===== src/rtl/rsa_pkg.sv =====
// Shared types and constants for the RSA host controller and its byte-wide register bus.
// No logic here: state encoding, register-select codes and operand geometry.
// Imported by the interface and the controller so both agree on field widths.
package rsa_pkg;

    typedef enum logic [2:0] {
        IDLE,
        LOAD,
        START,
        GUARD,
        WAIT,
        RD_REQ,
        RD_CAP,
        RD_OUT
    } state_t;

    localparam logic [1:0] REG_RES = 2'd0;
    localparam logic [1:0] REG_M   = 2'd1;
    localparam logic [1:0] REG_E   = 2'd2;
    localparam logic [1:0] REG_N   = 2'd3;

    localparam int RSA_NBYTES = 32;
    localparam int RSA_AW     = 5;

endpackage


===== src/rtl/rsa_host_ctrl_if.sv =====
// Byte streams in/out of the host controller plus the RSA register-bus pins and status.
// Pure wiring, no latency.
// Streams use valid/ready; the RSA bus side is strobe based with no stall input.
interface rsa_host_ctrl_if;
    import rsa_pkg::*;

    logic              in_valid;
    logic              in_ready;
    logic [7:0]        in_data;
    logic              out_valid;
    logic              out_ready;
    logic [7:0]        out_data;
    logic              rsa_we;
    logic              rsa_oe;
    logic              rsa_start;
    logic [1:0]        rsa_reg_sel;
    logic [RSA_AW-1:0] rsa_addr;
    logic [7:0]        rsa_data_i;
    logic [7:0]        rsa_data_o;
    logic              rsa_ready;
    logic              busy;
    logic              done;
    logic              err;

    // Controller side
    modport master (
        input  in_valid, in_data, out_ready, rsa_data_o, rsa_ready,
        output in_ready, out_valid, out_data,
        output rsa_we, rsa_oe, rsa_start, rsa_reg_sel, rsa_addr, rsa_data_i,
        output busy, done, err
    );

    // Byte source/sink and RSA block side
    modport slave (
        output in_valid, in_data, out_ready, rsa_data_o, rsa_ready,
        input  in_ready, out_valid, out_data,
        input  rsa_we, rsa_oe, rsa_start, rsa_reg_sel, rsa_addr, rsa_data_i,
        input  busy, done, err
    );

endinterface


===== src/rtl/rsa_host_ctrl.sv =====
// Host master for the RSA accelerator: loads M/e/N from a 96-byte stream, starts, reads back 32 result bytes.
// Latency: writes are combinational with the input handshake; 3 cycles minimum per result byte.
// Backpressure: in_valid gaps stall LOAD indefinitely; out_ready low holds RD_OUT with data stable.
module rsa_host_ctrl
    import rsa_pkg::*;
#(
    parameter int NBYTES      = RSA_NBYTES,
    parameter int START_GUARD = 2,
    parameter int TIMEOUT_CYC = 2**20
) (
    input  logic           clk,
    input  logic           reset,
    rsa_host_ctrl_if.master bus
);

    localparam logic [RSA_AW-1:0] LAST_IDX   = RSA_AW'(NBYTES - 1);
    localparam logic [31:0]       GUARD_LAST = 32'(START_GUARD - 1);
    localparam logic [31:0]       TO_LAST    = 32'(TIMEOUT_CYC - 1);

    state_t            state;
    logic [RSA_AW-1:0] idx;
    logic [1:0]        sel;
    logic [31:0]       cnt;      // shared by the start guard and the completion timeout
    logic [7:0]        hold;
    logic              in_rdy_q;
    logic              busy_q;
    logic              done_q;
    logic              err_q;

    logic in_hs;
    logic rd_en;

    // in_rdy_q is only ever set while in IDLE/LOAD, so a handshake implies a write slot
    assign in_hs = bus.in_valid & in_rdy_q;
    assign rd_en = (state == RD_REQ);

    assign bus.in_ready    = in_rdy_q;
    assign bus.rsa_we      = in_hs;
    assign bus.rsa_oe      = rd_en;
    assign bus.rsa_start   = (state == START);
    assign bus.rsa_reg_sel = in_hs ? sel : REG_RES;
    assign bus.rsa_addr    = (in_hs | rd_en) ? idx : '0;
    assign bus.rsa_data_i  = in_hs ? bus.in_data : 8'h00;
    assign bus.out_valid   = (state == RD_OUT);
    assign bus.out_data    = hold;
    assign bus.busy        = busy_q;
    assign bus.done        = done_q;
    assign bus.err         = err_q;

    // Sequencer: operand load, start/guard/wait, then byte-at-a-time result readback
    always_ff @(posedge clk or negedge reset) begin
        if (!reset) begin
            state    <= IDLE;
            idx      <= '0;
            sel      <= REG_M;
            cnt      <= '0;
            hold     <= 8'h00;
            in_rdy_q <= 1'b0;
            busy_q   <= 1'b0;
            done_q   <= 1'b0;
            err_q    <= 1'b0;
        end else begin
            done_q <= 1'b0;
            err_q  <= 1'b0;
            case (state)
                IDLE, LOAD: begin
                    in_rdy_q <= 1'b1;
                    if (in_hs) begin
                        busy_q <= 1'b1;
                        state  <= LOAD;
                        if (idx == LAST_IDX) begin
                            idx <= '0;
                            if (sel == REG_N) begin
                                sel      <= REG_M;
                                in_rdy_q <= 1'b0;
                                state    <= START;
                            end else begin
                                sel <= sel + 2'd1;
                            end
                        end else begin
                            idx <= idx + RSA_AW'(1);
                        end
                    end
                end
                START: begin
                    cnt   <= '0;
                    state <= (START_GUARD == 0) ? WAIT : GUARD;
                end
                GUARD: begin
                    // rsa_ready is ignored here: it may still show the pre-start idle level
                    if (cnt == GUARD_LAST) begin
                        cnt   <= '0;
                        state <= WAIT;
                    end else begin
                        cnt <= cnt + 32'd1;
                    end
                end
                WAIT: begin
                    if (bus.rsa_ready) begin
                        cnt   <= '0;
                        idx   <= '0;
                        state <= RD_REQ;
                    end else if (TIMEOUT_CYC != 0 && cnt == TO_LAST) begin
                        // Abandon the operation; operands must be reloaded
                        cnt      <= '0;
                        idx      <= '0;
                        sel      <= REG_M;
                        err_q    <= 1'b1;
                        busy_q   <= 1'b0;
                        in_rdy_q <= 1'b1;
                        state    <= IDLE;
                    end else if (TIMEOUT_CYC != 0) begin
                        cnt <= cnt + 32'd1;
                    end
                end
                RD_REQ: begin
                    state <= RD_CAP;
                end
                RD_CAP: begin
                    // RSA read data is registered, so it becomes valid one cycle after oe
                    hold  <= bus.rsa_data_o;
                    state <= RD_OUT;
                end
                RD_OUT: begin
                    if (bus.out_ready) begin
                        if (idx == LAST_IDX) begin
                            idx      <= '0;
                            sel      <= REG_M;
                            done_q   <= 1'b1;
                            busy_q   <= 1'b0;
                            in_rdy_q <= 1'b1;
                            state    <= IDLE;
                        end else begin
                            idx   <= idx + RSA_AW'(1);
                            state <= RD_REQ;
                        end
                    end
                end
                default: begin
                    state <= IDLE;
                end
            endcase
        end
    end

endmodule

===== src/flat_wrapper.sv =====
// flat-port wrapper written by rule: the top's interface ports become plain ports
module rsa_host_ctrl_flat import rsa_pkg::*;
#(
    parameter int NBYTES      = RSA_NBYTES,
    parameter int START_GUARD = 2,
    parameter int TIMEOUT_CYC = 2**20
)
  (clk, reset, bus_in_valid, bus_in_data, bus_out_ready, bus_rsa_data_o, bus_rsa_ready, bus_in_ready, bus_out_valid, bus_out_data, bus_rsa_we, bus_rsa_oe, bus_rsa_start, bus_rsa_reg_sel, bus_rsa_addr, bus_rsa_data_i, bus_busy, bus_done, bus_err);
  rsa_host_ctrl_if bus_i ();
  input  logic clk;
  input  logic reset;
  input wire logic [$bits(bus_i.in_valid)-1:0] bus_in_valid;
  input wire logic [$bits(bus_i.in_data)-1:0] bus_in_data;
  input wire logic [$bits(bus_i.out_ready)-1:0] bus_out_ready;
  input wire logic [$bits(bus_i.rsa_data_o)-1:0] bus_rsa_data_o;
  input wire logic [$bits(bus_i.rsa_ready)-1:0] bus_rsa_ready;
  output wire logic [$bits(bus_i.in_ready)-1:0] bus_in_ready;
  output wire logic [$bits(bus_i.out_valid)-1:0] bus_out_valid;
  output wire logic [$bits(bus_i.out_data)-1:0] bus_out_data;
  output wire logic [$bits(bus_i.rsa_we)-1:0] bus_rsa_we;
  output wire logic [$bits(bus_i.rsa_oe)-1:0] bus_rsa_oe;
  output wire logic [$bits(bus_i.rsa_start)-1:0] bus_rsa_start;
  output wire logic [$bits(bus_i.rsa_reg_sel)-1:0] bus_rsa_reg_sel;
  output wire logic [$bits(bus_i.rsa_addr)-1:0] bus_rsa_addr;
  output wire logic [$bits(bus_i.rsa_data_i)-1:0] bus_rsa_data_i;
  output wire logic [$bits(bus_i.busy)-1:0] bus_busy;
  output wire logic [$bits(bus_i.done)-1:0] bus_done;
  output wire logic [$bits(bus_i.err)-1:0] bus_err;
  assign bus_i.in_valid = bus_in_valid;
  assign bus_i.in_data = bus_in_data;
  assign bus_i.out_ready = bus_out_ready;
  assign bus_i.rsa_data_o = bus_rsa_data_o;
  assign bus_i.rsa_ready = bus_rsa_ready;
  assign bus_in_ready = bus_i.in_ready;
  assign bus_out_valid = bus_i.out_valid;
  assign bus_out_data = bus_i.out_data;
  assign bus_rsa_we = bus_i.rsa_we;
  assign bus_rsa_oe = bus_i.rsa_oe;
  assign bus_rsa_start = bus_i.rsa_start;
  assign bus_rsa_reg_sel = bus_i.rsa_reg_sel;
  assign bus_rsa_addr = bus_i.rsa_addr;
  assign bus_rsa_data_i = bus_i.rsa_data_i;
  assign bus_busy = bus_i.busy;
  assign bus_done = bus_i.done;
  assign bus_err = bus_i.err;
  rsa_host_ctrl #(.NBYTES(NBYTES), .START_GUARD(START_GUARD), .TIMEOUT_CYC(TIMEOUT_CYC)) u_core (.clk(clk), .reset(reset), .bus(bus_i));
endmodule

===== config.mk =====
export PLATFORM = sky130hd
export DESIGN_NAME = rsa_host_ctrl_flat
export DESIGN_NICKNAME = d
export VERILOG_FILES = /design/src/rtl/rsa_pkg.sv /design/src/rtl/rsa_host_ctrl_if.sv /design/src/rtl/rsa_host_ctrl.sv /design/src/flat_wrapper.sv
export SDC_FILE = /design/constraint.sdc
export NUM_CORES = 1
export LEC_CHECK = 0
export CORE_MARGIN = 3
export CORE_UTILIZATION = 54
export DETAILED_ROUTE_END_ITERATION = 16
export PLACE_DENSITY = 0.81
export SETUP_SLACK_MARGIN = 0.15
export SKIP_CTS_REPAIR_TIMING = 1
export SYNTH_ARGS = -nofsm -noshare
export SYNTH_HDL_FRONTEND = slang
export SYNTH_SLANG_ARGS = --single-unit

===== constraint.sdc =====
create_clock -name clk -period 2.7 [get_ports clk]
set_input_delay 0.405 -clock clk [delete_from_list [all_inputs] [get_ports clk]]
set_output_delay 0.405 -clock clk [all_outputs]
set_load 0.05 [all_outputs]

==> results.py <==
metrics = {
    "run_status": {
        "status": "completed",
    },
    "floorplanning": {
        "die_w_um": 82.6,
        "rows": 27,
        "dieArea_um2": 6820,
        "io_pins": 52,
        "core_um2": 5610,
        "initial_utilization_pct": 56.5,
        "die_h_um": 82.6,
    },
    "global_routing": {
        "grt.total_usage_pct": 23.4,
        "grt_max_degree": 35,
        "grt.busiest_layer": "met2",
        "antenna_found_initial": 0,
        "grt_overflow": 0,
        "grt_pass1_wl_um": 12300,
        "grtUsageMet1_pct": 30.9,
        "grtUsageMet2_pct": 37.7,
        "grt_pass1_vias": 2575,
        "use_met3_pct": 5.53,
    },
    "logic_synthesis": {
        "synth_largest_area_cell": "dfrtp_1",
        "netlist_top_cells_area": "dfrtp_1 42%, a31oi_1 5.7%, nand2_1 5.7%",
        "synth_flop_cell": "dfrtp_1",
        "ys_seq_area_share_pct": 42.7,
        "yosys_register_bits": 54,
        "avgSynthCellArea_um2": 9.03,
        "synth_top_area_share_pct": 41.9,
        "synth_cell_type_count": 52,
        "syn-num-nets": 378,
        "syn_inst": 351,
        "ys_warn_count": 0,
        "synth_edf_count": 0,
        "syn_area_um2": 3170,
        "async_flop_share_pct": 100,
    },
    "setup_path": {
        "crit_type": "reg -> out",
        "startpoint_type": "flip-flop",
        "crit_path_max_fanout": 13,
        "critPathMaxStageDelay_ns": 0.84,
        "crit_chain": "buf_4 > inv_1 > nor3_1 > clkdlybuf4s50_1",
        "crit_path_top_delay_cell": "clkdlybuf4s50_1",
        "end_kind": "output port",
        "arrival_ns": 1.99,
        "cp.required_ns": 2.30,
    },
    "drt": {
        "wl_per_cell_um": 16.3,
        "vias_per_cell": 6.16,
        "drt_iter0_drc": 295,
        "final_antenna_net_count": 0,
        "dr.pass1.iters": 4,
        "via_count": 2909,
        "routed_wl_um": 7680,
        "drcViolationCount": 0,
    },
    "clock_tree": {
        "insertion_delay_ns": 0.32,
        "numCtsBuffers": 5,
        "htreeDepth": 2,
        "clockBufferDepth": 2,
        "root_buffer": "clkbuf_8",
        "clk_pin_slew_ns": 0.11,
        "clock-sinks": 54,
        "cts_tree": "done",
    },
    "cells_and_area": {
        "seqCellArea_um2": 1350,
        "fillCellCount": 463,
        "antennaDiodeCount": 0,
        "drive_gt1_share_pct": 14.0,
        "multi_input_area_um2": 1670,
        "fin_nets": 426,
        "area_growth_pct": 21.9,
    },
    "sta": {
        "rsz0062_at_grt": "true",
        "tightest_slew_ns": 0.742,
        "setup_viol": 0,
        "slew_viol_final": 0,
        "hold_slack_ns": 0.0746,
        "fmax_mhz": 417,
        "slew_headroom_pct": 50.6,
        "finalCriticalPeriod_ns": 2.40,
        "clock_skew_ns": 0.0129,
        "post-route-period-util_pct": 88.8,
        "finalHoldViolations": 0,
        "setup_tns_ns": 0,
    },
    "power": {
        "p_leak_nw": 1.65,
        "p_per_area_nw_per_um2": 833,
        "p_sw_mw": 1.45,
        "seqPwrFrac_pct": 35.0,
        "switching_share_pct": 45.0,
        "comb_power_share_pct": 49.8,
        "p_int_mw": 1.77,
        "clkPwrFrac_pct": 15.2,
        "vdd_drop_max_mv": 0.535,
    },
    "flow_run": {
        "cap_violations": 0,
    },
    "placement": {
        "gp_congestion": 0.893,
        "hpwlAfterDp_um": 5450,
        "port_buffers": 51,
    },
    "hold_path": {
        "hp-class": "in -> async",
    },
}
[Yosys cell counts (all sizes together) (5+ instances only)]
cell / number
and3: 20
clkbuf: 6
o21ai: 17
buf: 15
nand2: 48
a21oi: 19
a31oi: 29
inv: 9
and2: 9
ha: 6
dfrtp: 53
mux2: 11
nand4: 5
or2: 5
nor2: 21
nand3: 20
nor4: 10
nor3: 7
a41oi: 6
[layout make-up]
type,count,area share (%)
Multi-Input combinational cell,267,43.3
Sequential cell,54,35.0
Timing Repair Buffer,62,16.0
Tap cell,72,2.33
Clock buffer,5,1.78
Inverter,9,0.875
Clock inverter,3,0.745
[power by group through the flow]
stage               registers (mW)  clock network [mW]  logic (mW)
global placement              1.12                   0        1.55
global route                  1.15               0.538        1.74
detailed placement            1.13                   0        1.58
floorplan                     1.33                   0       0.894
finish                        1.13               0.490        1.60
CTS                           1.12               0.501        1.59
[cells in the final DEF, fill, tap and decap left out, types with 4 or more instances in the layout]
cell type	count
a21oi_1	19
a31oi_1	29
a41oi_1	6
and2_1	9
and3_1	20
buf_12	5
buf_4	21
clkbuf_8	5
clkdlybuf4s50_1	33
dfrtp_1	53
ha_1	5
inv_1	9
mux2_2	8
nand2_1	48
nand3_1	19
nand4_1	5
nor2_1	20
nor3_1	5
nor4_1	9
o21ai_0	13
or2_0	4
[through the flow]
| step | power (mW) | util [%] | instances | area (µm²) | setup WS (ns) |
|---|---|---|---|---|---|
| 4_1_cts | 3.21 | 68.4 | 472 | 3840 | 0.113 |
| 3_5_place_dp | 2.72 | 66.7 | 464 | 3740 | 0.149 |
| 3_3_place_gp | 2.68 | 66.7 | 464 | 3740 | 0.261 |
| 2_1_floorplan | 2.22 | - | 351 | 3170 | 0.511 |
| 6_report | 3.22 | 68.9 | 472 | 3860 | 0.303 |
| 5_1_grt | 3.43 | 68.9 | 472 | 3860 | 0.141 |
[state kept, by name, indices dropped and copies added, names as in the netlist]
signal and cells:
u_core.bus.busy 1, u_core.bus.done 1, u_core.bus.err 1, u_core.bus.in_ready 1, u_core.bus.out_data 8, u_core.cnt 32
u_core.idx 5, u_core.sel 2, u_core.state 3
[critical path: cells and delay by family (launching register included)]
family                 cells  cell delay [ns]
flip-flops                 1             0.38
buffers and inverters      3             1.14
AND/OR/NAND/NOR            1             0.16
[logic make-up after synthesis]
logic type | count (synthesis) | share of synthesized area [%]
AO/OA/AOI/OAI | 91 | 18.9
adder cells (fa/ha/maj) | 6 | 2.37
buffers and inverters | 30 | 5.13
flip-flops | 54 | 42.7
multiplexers | 13 | 4.54
AND/OR/NAND/NOR | 157 | 26.4
[routing by layer]
metal / share of wire [%] / up-vias / wire [µm]
li1: - / 1412 / -
met1: 44 / 1371 / 3400
met2: 45 / 113 / 3490
met3: 8.6 / 13 / 661
met4: 1.8 / 0 / 139
met5: 0 / - / 0
[path summary, 6_finish.rpt]
path / from / depth (start not counted) / end / slack [ns]
setup / recovery: u_core.state[1] / 4 / bus_rsa_start / 0.30
hold / removal: reset / 1 / u_core.state[0] / 0.07
setup reg to reg: u_core.cnt[0] / 7 / u_core.cnt[18] / 0.31
hold reg to reg: u_core.idx[4] / 2 / u_core.idx[4] / 0.51
max in group asynchronous: reset / 2 / u_core.cnt[23] / 1.99
min in group clk: u_core.idx[4] / 2 / u_core.idx[4] / 0.51
Power figures use the tool's default switching activity.
